## src/rtl/router_src_framer_if.sv

```systemverilog
// router_src_framer_if: request, payload, router and status signals.
// ROUTER_SRC_CORRUPT_EN adds the corrupt request qualifier.
interface router_src_framer_if;
    logic       start;
    logic [1:0] addr;
    logic [5:0] len;
    logic       req_rdy;
    logic       req_rej;
    logic [7:0] pl_data;
    logic       pl_vld;
    logic       pl_rdy;
    logic       busy;
    logic       err;
    logic       pkt_vld;
    logic [7:0] pkt_data;
    logic       done;
    logic       pkt_err;
`ifdef ROUTER_SRC_CORRUPT_EN
    logic       corrupt;

    modport master (
        input  start, addr, len, corrupt,
        input  pl_data, pl_vld, busy, err,
        output req_rdy, req_rej, pl_rdy,
        output pkt_vld, pkt_data, done, pkt_err
    );

    modport slave (
        output start, addr, len, corrupt,
        output pl_data, pl_vld, busy, err,
        input  req_rdy, req_rej, pl_rdy,
        input  pkt_vld, pkt_data, done, pkt_err
    );
`else
    modport master (
        input  start, addr, len,
        input  pl_data, pl_vld, busy, err,
        output req_rdy, req_rej, pl_rdy,
        output pkt_vld, pkt_data, done, pkt_err
    );

    modport slave (
        output start, addr, len,
        output pl_data, pl_vld, busy, err,
        input  req_rdy, req_rej, pl_rdy,
        input  pkt_vld, pkt_data, done, pkt_err
    );
`endif
endinterface

```

## src/rtl/router_src_framer.sv

```systemverilog
// router_src_framer: buffers a packet, then sends header/payload/parity.
// ROUTER_SRC_CORRUPT_EN: corrupt request flips parity bit 0.
module router_src_framer #(
    parameter int MAX_LEN = 63,
    parameter int ERR_WIN = 3
) (
    input  logic clk,
    input  logic rst,
    router_src_framer_if.master bus
);

    localparam int CW = (ERR_WIN > 1) ? $clog2(ERR_WIN) : 1;
    localparam logic [6:0] MaxLen = 7'(MAX_LEN);
    localparam logic [CW-1:0] CntLast = CW'(ERR_WIN - 1);

    typedef enum logic [2:0] {
        S_IDLE,
        S_LOAD,
        S_HDR,
        S_PLD,
        S_PAR,
        S_CHK
    } state_t;

    state_t state_q, state_d;

    logic [5:0]    len_q, len_d;
    logic [1:0]    addr_q, addr_d;
    logic [5:0]    idx_q, idx_d;
    logic [CW-1:0] cnt_q, cnt_d;
    logic [7:0]    par_q, par_d;
    logic          crpt_q, crpt_d;

    logic       req_rdy_q, req_rdy_d;
    logic       req_rej_q, req_rej_d;
    logic       pl_rdy_q, pl_rdy_d;
    logic       pkt_vld_q, pkt_vld_d;
    logic [7:0] pkt_data_q, pkt_data_d;
    logic       done_q, done_d;
    logic       pkt_err_q, pkt_err_d;

    logic       wr_en;
    logic [7:0] mem_q [MAX_LEN];

    logic       bad_req;
    logic [5:0] last_idx;
    logic [5:0] nxt_idx;

    assign bad_req  = (bus.addr == 2'd3) || (bus.len == 6'd0) ||
                      ({1'b0, bus.len} > MaxLen);
    assign last_idx = len_q - 6'd1;
    assign nxt_idx  = idx_q + 6'd1;

    // Next state, datapath and registered-output values
    always_comb begin
        state_d    = state_q;
        len_d      = len_q;
        addr_d     = addr_q;
        idx_d      = idx_q;
        cnt_d      = cnt_q;
        par_d      = par_q;
        crpt_d     = crpt_q;
        req_rdy_d  = req_rdy_q;
        req_rej_d  = 1'b0;
        pl_rdy_d   = pl_rdy_q;
        pkt_vld_d  = pkt_vld_q;
        pkt_data_d = pkt_data_q;
        done_d     = 1'b0;
        pkt_err_d  = pkt_err_q;
        wr_en      = 1'b0;

        unique case (state_q)
            S_IDLE: begin
                if (bus.start && req_rdy_q) begin
                    len_d  = bus.len;
                    addr_d = bus.addr;
                    par_d  = {bus.len, bus.addr};
`ifdef ROUTER_SRC_CORRUPT_EN
                    crpt_d = bus.corrupt;
`else
                    crpt_d = 1'b0;
`endif
                    if (bad_req) begin
                        req_rej_d = 1'b1;
                    end else begin
                        state_d   = S_LOAD;
                        req_rdy_d = 1'b0;
                        pl_rdy_d  = 1'b1;
                        idx_d     = 6'd0;
                        pkt_err_d = 1'b0;
                    end
                end
            end
            S_LOAD: begin
                if (bus.pl_vld && pl_rdy_q) begin
                    wr_en = 1'b1;
                    par_d = par_q ^ bus.pl_data;
                    idx_d = nxt_idx;
                    if (idx_q == last_idx) begin
                        state_d    = S_HDR;
                        pl_rdy_d   = 1'b0;
                        pkt_vld_d  = 1'b1;
                        pkt_data_d = {len_q, addr_q};
                        idx_d      = 6'd0;
                    end
                end
            end
            S_HDR: begin
                if (!bus.busy) begin
                    state_d    = S_PLD;
                    idx_d      = 6'd0;
                    pkt_data_d = mem_q[0];
                end
            end
            S_PLD: begin
                if (!bus.busy) begin
                    if (idx_q == last_idx) begin
                        state_d    = S_PAR;
                        pkt_vld_d  = 1'b0;
                        pkt_data_d = par_q ^ {7'd0, crpt_q};
                    end else begin
                        idx_d      = nxt_idx;
                        pkt_data_d = mem_q[nxt_idx];
                    end
                end
            end
            S_PAR: begin
                if (!bus.busy) begin
                    state_d    = S_CHK;
                    pkt_data_d = 8'd0;
                    cnt_d      = '0;
                end
            end
            S_CHK: begin
                if (bus.err) begin
                    pkt_err_d = 1'b1;
                end
                cnt_d = cnt_q + CW'(1);
                if (cnt_q == CntLast) begin
                    state_d   = S_IDLE;
                    done_d    = 1'b1;
                    req_rdy_d = 1'b1;
                    cnt_d     = '0;
                end
            end
            default: begin
                state_d = S_IDLE;
            end
        endcase
    end

    // State, counters and registered outputs
    always_ff @(posedge clk) begin
        if (rst) begin
            state_q    <= S_IDLE;
            len_q      <= 6'd0;
            addr_q     <= 2'd0;
            idx_q      <= 6'd0;
            cnt_q      <= '0;
            par_q      <= 8'd0;
            crpt_q     <= 1'b0;
            req_rdy_q  <= 1'b1;
            req_rej_q  <= 1'b0;
            pl_rdy_q   <= 1'b0;
            pkt_vld_q  <= 1'b0;
            pkt_data_q <= 8'd0;
            done_q     <= 1'b0;
            pkt_err_q  <= 1'b0;
        end else begin
            state_q    <= state_d;
            len_q      <= len_d;
            addr_q     <= addr_d;
            idx_q      <= idx_d;
            cnt_q      <= cnt_d;
            par_q      <= par_d;
            crpt_q     <= crpt_d;
            req_rdy_q  <= req_rdy_d;
            req_rej_q  <= req_rej_d;
            pl_rdy_q   <= pl_rdy_d;
            pkt_vld_q  <= pkt_vld_d;
            pkt_data_q <= pkt_data_d;
            done_q     <= done_d;
            pkt_err_q  <= pkt_err_d;
        end
    end

    // Payload buffer; contents need no reset
    always_ff @(posedge clk) begin
        if (wr_en) begin
            mem_q[idx_q] <= bus.pl_data;
        end
    end

    assign bus.req_rdy  = req_rdy_q;
    assign bus.req_rej  = req_rej_q;
    assign bus.pl_rdy   = pl_rdy_q;
    assign bus.pkt_vld  = pkt_vld_q;
    assign bus.pkt_data = pkt_data_q;
    assign bus.done     = done_q;
    assign bus.pkt_err  = pkt_err_q;

endmodule
```

## src/flat_wrapper.sv

```systemverilog
// flat-port wrapper written by rule: the top's interface ports become plain ports
module router_src_framer_flat 
#(
    parameter int MAX_LEN = 63,
    parameter int ERR_WIN = 3
)
  (clk, rst, bus_start, bus_addr, bus_len, bus_pl_data, bus_pl_vld, bus_busy, bus_err, bus_req_rdy, bus_req_rej, bus_pl_rdy, bus_pkt_vld, bus_pkt_data, bus_done, bus_pkt_err);
  router_src_framer_if bus_i ();
  input  logic clk;
  input  logic rst;
  input wire logic [$bits(bus_i.start)-1:0] bus_start;
  input wire logic [$bits(bus_i.addr)-1:0] bus_addr;
  input wire logic [$bits(bus_i.len)-1:0] bus_len;
  input wire logic [$bits(bus_i.pl_data)-1:0] bus_pl_data;
  input wire logic [$bits(bus_i.pl_vld)-1:0] bus_pl_vld;
  input wire logic [$bits(bus_i.busy)-1:0] bus_busy;
  input wire logic [$bits(bus_i.err)-1:0] bus_err;
  output wire logic [$bits(bus_i.req_rdy)-1:0] bus_req_rdy;
  output wire logic [$bits(bus_i.req_rej)-1:0] bus_req_rej;
  output wire logic [$bits(bus_i.pl_rdy)-1:0] bus_pl_rdy;
  output wire logic [$bits(bus_i.pkt_vld)-1:0] bus_pkt_vld;
  output wire logic [$bits(bus_i.pkt_data)-1:0] bus_pkt_data;
  output wire logic [$bits(bus_i.done)-1:0] bus_done;
  output wire logic [$bits(bus_i.pkt_err)-1:0] bus_pkt_err;
  assign bus_i.start = bus_start;
  assign bus_i.addr = bus_addr;
  assign bus_i.len = bus_len;
  assign bus_i.pl_data = bus_pl_data;
  assign bus_i.pl_vld = bus_pl_vld;
  assign bus_i.busy = bus_busy;
  assign bus_i.err = bus_err;
  assign bus_req_rdy = bus_i.req_rdy;
  assign bus_req_rej = bus_i.req_rej;
  assign bus_pl_rdy = bus_i.pl_rdy;
  assign bus_pkt_vld = bus_i.pkt_vld;
  assign bus_pkt_data = bus_i.pkt_data;
  assign bus_done = bus_i.done;
  assign bus_pkt_err = bus_i.pkt_err;
  router_src_framer #(.MAX_LEN(MAX_LEN), .ERR_WIN(ERR_WIN)) u_core (.clk(clk), .rst(rst), .bus(bus_i));
endmodule
```

## config.mk

```make
export PLATFORM = sky130hd
export DESIGN_NAME = router_src_framer_flat
export DESIGN_NICKNAME = d
export VERILOG_FILES = /design/src/rtl/router_src_framer_if.sv /design/src/rtl/router_src_framer.sv /design/src/flat_wrapper.sv
export SDC_FILE = /design/constraint.sdc
export NUM_CORES = 1
export LEC_CHECK = 0
export BUFFER_PORTS_ARGS = -buffer_cell sky130_fd_sc_hd__buf_2
export CORE_MARGIN = 2
export CORE_UTILIZATION = 65
export CTS_CLUSTER_SIZE = 20
export DETAILED_ROUTE_END_ITERATION = 8
export PLACE_DENSITY = 0.82
export SLEW_MARGIN = 30
export SYNTH_ARGS = -nofsm -noshare
export SYNTH_HDL_FRONTEND = slang
export SYNTH_SLANG_ARGS = --single-unit
export TNS_END_PERCENT = 20
```

## constraint.sdc

```tcl
create_clock -name clk -period 5.06 [get_ports clk]
set_input_delay 0.759 -clock clk [delete_from_list [all_inputs] [get_ports clk]]
set_output_delay 0.759 -clock clk [all_outputs]
set_load 0.005 [all_outputs]
```

==> results of run 1 <==
cell type report:
type                    instances  area, sq um  area share, %
well taps                     448          561           2.31
clock buffers                  63         1360           5.63
flip-flops and latches        545        16000           65.9
multi-input cells             746         5760           23.8
repair buffers                 56          373           1.54
inverters                       7         26.3          0.108
clock inverters                27          180          0.744
flip-flops by register name, indices dropped and copies added, names as in the netlist:
name and flops:
u_core.mem_q 504, u_core.bus.pkt_data 8, u_core.par_q 8, u_core.idx_q 6, u_core.len_q 6, u_core.state_q 3
u_core.addr_q 2, u_core.cnt_q 2, u_core.bus.done 1, u_core.bus.pkt_err 1, u_core.bus.pkt_vld 1, u_core.bus.pl_rdy 1
u_core.bus.req_rdy 1, u_core.bus.req_rej 1
cells by family after synthesis:
| kind of cell | Yosys count |
|---|---|
| xor gates and xnor gates | 13 |
| DFF | 545 |
| and+or+nand+nor | 449 |
| buffers and inverters | 86 |
| adders and majority gates | 2 |
| muxes | 125 |
| AOI/OAI and AO/OA | 157 |
through the flow:
stage	cell area [sq um]	std cells	setup slack, ps
final	24200	1892	1450
after global routing	24200	1892	1330
after CTS	24200	1891	1530
after detailed placement	22700	1801	1560
after floorplan	22100	1377	2660
after global placement	22600	1801	1580
worst register-to-register path: stages (launching register included):
cell	delay [ps]
dfxtp_1	820
xor2_4	770
buf_4	420
o21ai_0	200
a211oi_1	520
o2111a_1	250
o2111ai_1	220
a311oi_1	330
layer usage:
metal  up-vias  global-route usage (%)  part of all wire (%)
met5         -                       0                     0
met4         0                    11.6                   4.3
met3       197                    7.66                    12
met2      1070                    50.8                    48
met1      6585                    43.2                    35
li1       5462                       -                     -
power breakdown:
part           internal (uW)  switching, uW  total (uW)
logic                    467            680        1150
registers               4940           35.7        4980
clock network           2000           1620        3620
total                   7410           2330        9740
path summary, 6_finish.rpt:
| path | start | endpoint | slack, ps | depth (start not counted) |
|---|---|---|---|---|
| worst min register to register | u_core.addr_q[1] | u_core.addr_q[1] | 490 | 2 |
| worst max-delay path | u_core.idx_q[2] | u_core.bus.pkt_data[2] | 1450 | 7 |
| worst max register to register | u_core.idx_q[2] | u_core.bus.pkt_data[2] | 1450 | 7 |
| worst min-delay path | bus_len[3] | u_core.len_q[3] | 440 | 3 |
cells in the final DEF, fill, tap and decap left out, types with 34 or more instances in the layout:
cell and instances:
a21oi_1 38, buf_2 34, clkbuf_16 53, dfxtp_1 40, edfxtp_1 504, mux4_2 91
nand2_1 177, nand3_1 47, nor2_1 116
==> out/results.txt, run 1 <==
Max frequency: 277 MHz
DRC viols: 0
Die width: 188 um
TNS Setup: 0 ps
Fillers: 1945
Setup CP Type: flop to flop
Clock Latency Late Sink: 590 ps
Synth-to-Final Area Change: 9.66%
Ports: 36
Syn. warnings: 0
Die area: 35500 sq um
Hold WC Path Type: primary input to flop
Register area share after synthesis: 72.2%
CP required: 5550 ps
Largest net degree at the start of global routing: 109
Overflow after GRT: 0
Predominant post-synthesis flop cell: edfxtp_1
H-Tree Depth: 2
Post-Synthesis Cells: 1377
Worst Path Arrival: 4100 ps
Compound-Gate Fraction of Synth Area: 5.06%
Max-cap viol count: 0
Finished Core Util: 72.2%
Slew margin rel.: 34.3%
CP peak stage delay: 820 ps
Mean post-synth cell area: 16.0 sq um
Crit-path slowest cell: dfxtp_1
Vias in the first global route: 13000
Initial Util: 65.9%
Startpoint Class: flop
LEAKAGE: 0.00749 uW
Port bufs: 35
Worst setup EP type: flop
Layout cell share with drive strength beyond 1: 16.3%
Library cells used by synthesis: 61
Clock tree buffer depth: 3
Simple-Gate Fraction of Synth Area: 9.29%
Crit path time final: 3610 ps
Crit-path cells: xor2_4, buf_4, o21ai_0, a211oi_1, o2111a_1, o2111ai_1, a311oi_1
CTS clock-pin slew for the worst setup and hold paths: 60 ps
Total core area: 33500 sq um
Tcrit/Tclk final: 71.4%
Worst Skew: 19.7 ps
Worst-path maximum fanout: 20
Setup violations, final: 0
Min Hold Slack: 440 ps
Detailed-route via count: 13300
Adder-cell share of the synthesized area: 0.113%
Slew Limit Fails: 0
Crit path max-delay family: compound AO/OA/AOI/OAI gates
Total chip power: 9740 uW
Die Y: 188 um
Top cells by area, synth: edfxtp_1 (69%), mux4_2 (9.3%), dfxtp_1 (3.7%)
Cts hold-fix bufs: 0
Mapped Nets: 1401
Worst slew pin tran: 982 ps
WL/cell: 29.2 um
Antenna violations before repair: 0
Post-DRT Antenna Nets: 0
Post-Syn Area: 22100 sq um
Row count: 67
DP HPWL: 33.1 mm
Register bit total from synthesis: 545
Gpl congestion: 0.944
Commonest cells post-synth: edfxtp_1 (504), nand2_1 (177), nor2_1 (117), mux4_2 (91), nand3_1 (47)
Most numerous cell in the Yosys netlist: edfxtp_1
Mux share of post-synthesis cell area: 10.8%
Peak VDD IR: 0.000358 V
Dominant cell type by area after synthesis: edfxtp_1
Outcome: finished, final reports clean
Largest family of logic cells by synthesized area: multiplexers
Post-CTS sizing: 0
WL final: 55.2 mm
RSZ-0062 raised after global routing: false
CTS tree: built
Via density: 7.04
Nets: 1431
Ys async rst share: 0%
CP Buf/Inv Count: 1
Yosys top cell area share: 68.5%
DRT Pass-1 Iters: 6
Post-synthesis xor/xnor area fraction: 0.515%
Gr usage total: 31.7%
Pwr dens: 402 nW/um^2
Root Driver: clkbuf_16
First-pass GRT wire length: 82.0 mm
Number of enable flip-flop cells after synthesis: 504
Sink Count: 545
Post-CTS Setup Bufs: 0
CTS Buf Count: 51
1st-iter DRT viols: 2222
Number of diodes: 0
Final hold vios: 0
Power figures use the tool's default switching activity.
==> inputs of run 2 (changes only) <==
CORE_UTILIZATION = 62   (was 65)
PLACE_DENSITY = 0.79   (was 0.82)
clock period = 3.4 ns   (was 5.06 ns; I/O delays follow)
==> out/results.txt, run 2 (synthesis gave the netlist of run 1 again) <==
Largest net degree at the start of global routing: 79
Total chip power: 14600 uW
Worst slew pin tran: 891 ps
Met1 Resource Use GR: 41.5%
Crit-path slowest cell: dfxtp_1
Logic gate share of total power: 12.2%
Most used routing layer: met2
Clock Latency Late Sink: 580 ps
Gr usage total: 29.7%
Most frequent cells in the layout: edfxtp_1 (504), nand2_1 (177), nor2_1 (117)
Peak VDD IR: 0.000500 V
Met3 Use GR: 6.29%
DP HPWL: 34.4 mm
Max frequency: 318 MHz
Detailed-route via count: 13400
Max-cap viol count: 0
1st-iter DRT viols: 1852
Sw frac: 23.3%
CP required: 3810 ps
First-pass GRT wire length: 80.1 mm
Clock power frac: 37.3%
Ports: 36
Worst-path maximum fanout: 21
Die width: 193 um
CTS clock-pin slew for the worst setup and hold paths: 60 ps
LEAKAGE: 0.00796 uW
Biggest register: u_core.mem_q
Sink Count: 545
Tcrit/Tclk final: 92.6%
Post-CTS Setup Bufs: 0
Crit-path cells: xor2_4, buf_4, mux2i_1, a32oi_1, a41oi_1, nand4_1, nand3_1, o311ai_0
Layout cell share with drive strength beyond 1: 20.4%
Pwr dens: 588 nW/um^2
CTS Buf Count: 51
CTS tree: built
Die area: 37200 sq um
P_int: 11200 uW
Slew margin rel.: 40.6%
Worst setup EP type: flop
Gpl congestion: 0.922
Initial Util: 62.6%
Startpoint Class: flop
Register share of total power: 50.5%
Crit path time final: 3150 ps
Port bufs: 35
Vias in the first global route: 13000
TNS Setup: 0 ps
Overflow after GRT: 0
Row count: 69
WL/cell: 27.2 um
Outcome: finished, final reports clean
Setup CP Type: flop to flop
Post-CTS sizing: 0
Number of diodes: 0
Slew Limit Fails: 0
Final hold vios: 0
Worst Path Arrival: 3560 ps
Hold WC Path Type: primary input to flop
Root Driver: clkbuf_16
Net switching power: 3410 uW
Via density: 6.74
Worst Skew: 18.5 ps
Die Y: 193 um
Total core area: 35300 sq um
Commonest non-fill, non-tap cell in the layout: edfxtp_1
DRT Pass-1 Iters: 6
Antenna violations before repair: 2
GR Util met2: 46.5%
WL final: 54.0 mm
Post-DRT Antenna Nets: 0
Nets: 1515
CP peak stage delay: 780 ps
RSZ-0062 raised after global routing: false
R2r setup slk: 250 ps
Fillers: 2098
Flip-flop count of the largest register after layout: 504
Synth-to-Final Area Change: 12.9%
DRC viols: 0
Cts hold-fix bufs: 0
H-Tree Depth: 2
Clock tree buffer depth: 3
Setup violations, final: 0
run 2: cell count changes in the layout (fill, tap and decap cells not counted), sizes merged:
| cell | previous run | this run |
|---|---|---|
| buf | 56 | 140 |
| bufinv | 2 | 4 |
| clkbuf | 63 | 66 |
| clkinv | 22 | 21 |
| clkinvlp | 3 | 0 |
run 2: critical path: cells and delay by family (launching register included):
| kind | cells | cell delay [ps] |
|---|---|---|
| AOI/OAI and AO/OA | 3 | 590 |
| xor gates and xnor gates | 1 | 650 |
| buffers and inverters | 1 | 390 |
| DFF | 1 | 780 |
| muxes | 1 | 230 |
| and+or+nand+nor | 2 | 330 |
run 2: final timing paths:
kind                    start                endpoint  cells after the start
max           u_core.idx_q[2]  u_core.bus.pkt_data[3]                      8
min                bus_len[5]         u_core.len_q[5]                      3
max reg2reg   u_core.idx_q[2]  u_core.bus.pkt_data[3]                      8
min reg2reg  u_core.addr_q[0]        u_core.addr_q[0]                      2
run 2: final cells by class:
type | count | area [sq um] | share of cell area (%)
Sequential cell | 545 | 16000 | 64.0
Clock inverter | 25 | 205 | 0.823
Multi-Input combinational cell | 746 | 5750 | 23.1
Timing Repair Buffer | 140 | 1040 | 4.17
Clock buffer | 66 | 1380 | 5.52
Tap cell | 461 | 577 | 2.31
Inverter | 7 | 26.3 | 0.105
run 2: power by group through the flow:
stage / sequential, uW / clock (uW) / combinational (uW)
after CTS: 7390 / 5490 / 1770
after floorplan: 7520 / 0 / 1200
final: 7390 / 5470 / 1790
after global placement: 7530 / 0 / 1720
after global routing: 7390 / 5750 / 1900
after detailed placement: 7530 / 0 / 1750
run 2: layer usage:
layer / wire length [um] / up-vias
met5: 0 / -
met4: 2100 / 0
met3: 6030 / 148
met2: 25700 / 883
met1: 20200 / 6754
li1: - / 5625
run 2: per-stage QoR:
stage,setup slack (ps),util [%],hold WS (ps),cells,area (sq um)
floorplan,1010,-,437,1377,22100
global placement,313,66.1,455,1899,23400
detailed placement,253,66.1,462,1899,23400
CTS,246,70.6,200,1990,24900
global route,81.7,70.6,222,1990,24900
finish,252,70.6,212,1990,24900
==> inputs of run 3 (changes only) <==
CORE_UTILIZATION = 60   (was 62)
PLACE_DENSITY = 0.77   (was 0.79)
==> out/results.txt, run 3 (synthesis gave the netlist of run 1 again) <==
First-pass GRT wire length: 81.7 mm
Slew margin rel.: 35.3%
Clock Latency Late Sink: 590 ps
Port bufs: 35
Final hold vios: 0
Gr usage total: 29.3%
Flip-flop count of the largest register after layout: 504
Total core area: 36400 sq um
CP endpoint: u_core.bus.pkt_data[2]
Gpl congestion: 0.919
Hold_sp: bus_len[5]
Register share of total power: 49.8%
Tcrit/Tclk final: 96.9%
Worst setup EP type: flop
Ports: 36
1st-iter DRT viols: 1756
WL final: 55.9 mm
Clock power frac: 38.0%
Largest net degree at the start of global routing: 47
Slew Limit Fails: 0
LEAKAGE: 0.00798 uW
Worst Skew: 21.7 ps
Reg2Reg Depth: 8
Total chip power: 14800 uW
Overflow after GRT: 0
TNS Setup: 0 ps
Vias in the first global route: 13000
RSZ-0062 raised after global routing: false
CTS clock-pin slew for the worst setup and hold paths: 70 ps
Detailed-route via count: 13400
DP HPWL: 35.3 mm
CP Buf/Inv Count: 1
CP required: 3890 ps
Net switching power: 3510 uW
P_int: 11300 uW
Peak VDD IR: 0.000563 V
Layout cell share with drive strength beyond 1: 20.9%
DRC viols: 0
Min Hold Slack: 198 ps
Logic gate share of total power: 12.2%
Crit path max-delay family: compound AO/OA/AOI/OAI gates
Crit path time final: 3290 ps
Sink Count: 545
Outcome: finished, final reports clean
Biggest register: u_core.mem_q
Antenna violations before repair: 2
Post-DRT Antenna Nets: 0
CP peak stage delay: 810 ps
Initial Util: 60.6%
Row count: 70
Setup WS pre-CTS: 154 ps
R2r setup slk: 110 ps
Worst-path maximum fanout: 19
Post-CTS sizing: 0
Nets: 1512
Synth-to-Final Area Change: 13.1%
R2r endpoint: u_core.bus.pkt_data[2]
Startpoint Class: flop
Crit-path cells: nand3_4, xnor2_2, buf_4, nor3_1, a211oi_1, o2111a_1, o2111ai_1, a311oi_1
WL/cell: 28.0 um
Sw frac: 23.6%
Die area: 38400 sq um
Worst slew pin tran: 971 ps
CP startpoint: u_core.idx_q[2]
Reg-to-reg critical path startpoint: u_core.idx_q[2]
Commonest non-fill, non-tap cell in the layout: edfxtp_1
Setup violations, final: 0
H-Tree Depth: 2
Most frequent cells in the layout: edfxtp_1 (504), nand2_1 (177), nor2_1 (117)
Root Driver: clkbuf_16
Hold WC Path Type: primary input to flop
Critical path depth: 8
DRT Pass-1 Iters: 6
Clock tree buffer depth: 3
Fillers: 2293
CTS Buf Count: 51
Via density: 6.70
Crit-path slowest cell: dfxtp_1
Pwr dens: 594 nW/um^2
Worst Path Arrival: 3780 ps
CTS tree: built
Max frequency: 303 MHz
Post-CTS Setup Bufs: 0
Setup CP Type: flop to flop
Max-cap viol count: 0
Final WS setup: 105 ps
Cts hold-fix bufs: 0
Die Y: 196 um
Die width: 196 um
[run 3: cell count changes in the layout (fill, tap and decap cells not counted), moves of 2 or more]
cell and change:
clkinv_1 -7, buf_4 -2, bufinv_16 +2, clkbuf_1 -3, clkinv_2 +7
[run 3: final cells by class]
type	instances	area, sq um	share of cell area (%)
Inverter	7	26.3	0.105
Clock buffer	62	1340	5.36
Sequential cell	545	16000	63.9
Tap cell	468	586	2.34
Multi-Input combinational cell	746	5760	23.1
Timing Repair Buffer	137	1000	4.02
Antenna cell	1	2.50	0.0100
Clock inverter	29	299	1.20
[run 3: worst reg2reg max path: stages (launching register included)]
cell and delay [ps]:
dfxtp_1 810, nand3_4 240, xnor2_2 390, buf_4 330, nor3_1 100, a211oi_1 550, o2111a_1 250, o2111ai_1 220
a311oi_1 320
[run 3: power by group through the flow]
| stage | logic (uW) | registers, uW | clock network [uW] |
|---|---|---|---|
| 6_report | 1810 | 7390 | 5650 |
| 5_1_grt | 1910 | 7390 | 5930 |
| 4_1_cts | 1760 | 7390 | 5700 |
| 3_5_place_dp | 1750 | 7530 | 0 |
| 3_3_place_gp | 1720 | 7530 | 0 |
| 2_1_floorplan | 1200 | 7520 | 0 |
[run 3: stage by stage]
step	area, sq um	utilization (%)	cells
after CTS	25000	68.5	1993
final	25000	68.6	1995
after floorplan	22100	-	1377
after global placement	23300	64.0	1902
after global routing	25000	68.5	1994
after detailed placement	23300	64.0	1902
[run 3: layer usage]
metal  part of all wire (%)  vias up  global-route usage [%]
li1                       -     5631                       -
met1                     37     6688                    40.2
met2                     47      879                    46.0
met3                     11      161                    6.79
met4                    4.6        2                    12.0
met5                  0.020        -                       0
[run 3: worst min-delay path by stage]
stage | end | slack, ps | depth (start not counted)
final | u_core.len_q[5] | 200 | 3
after global routing | u_core.len_q[2] | 200 | 3
after CTS | u_core.bus.pkt_err | 180 | 3
after detailed placement | u_core.addr_q[1] | 470 | 2
after global placement | u_core.addr_q[1] | 460 | 2
after floorplan | u_core.addr_q[0] | 440 | 2
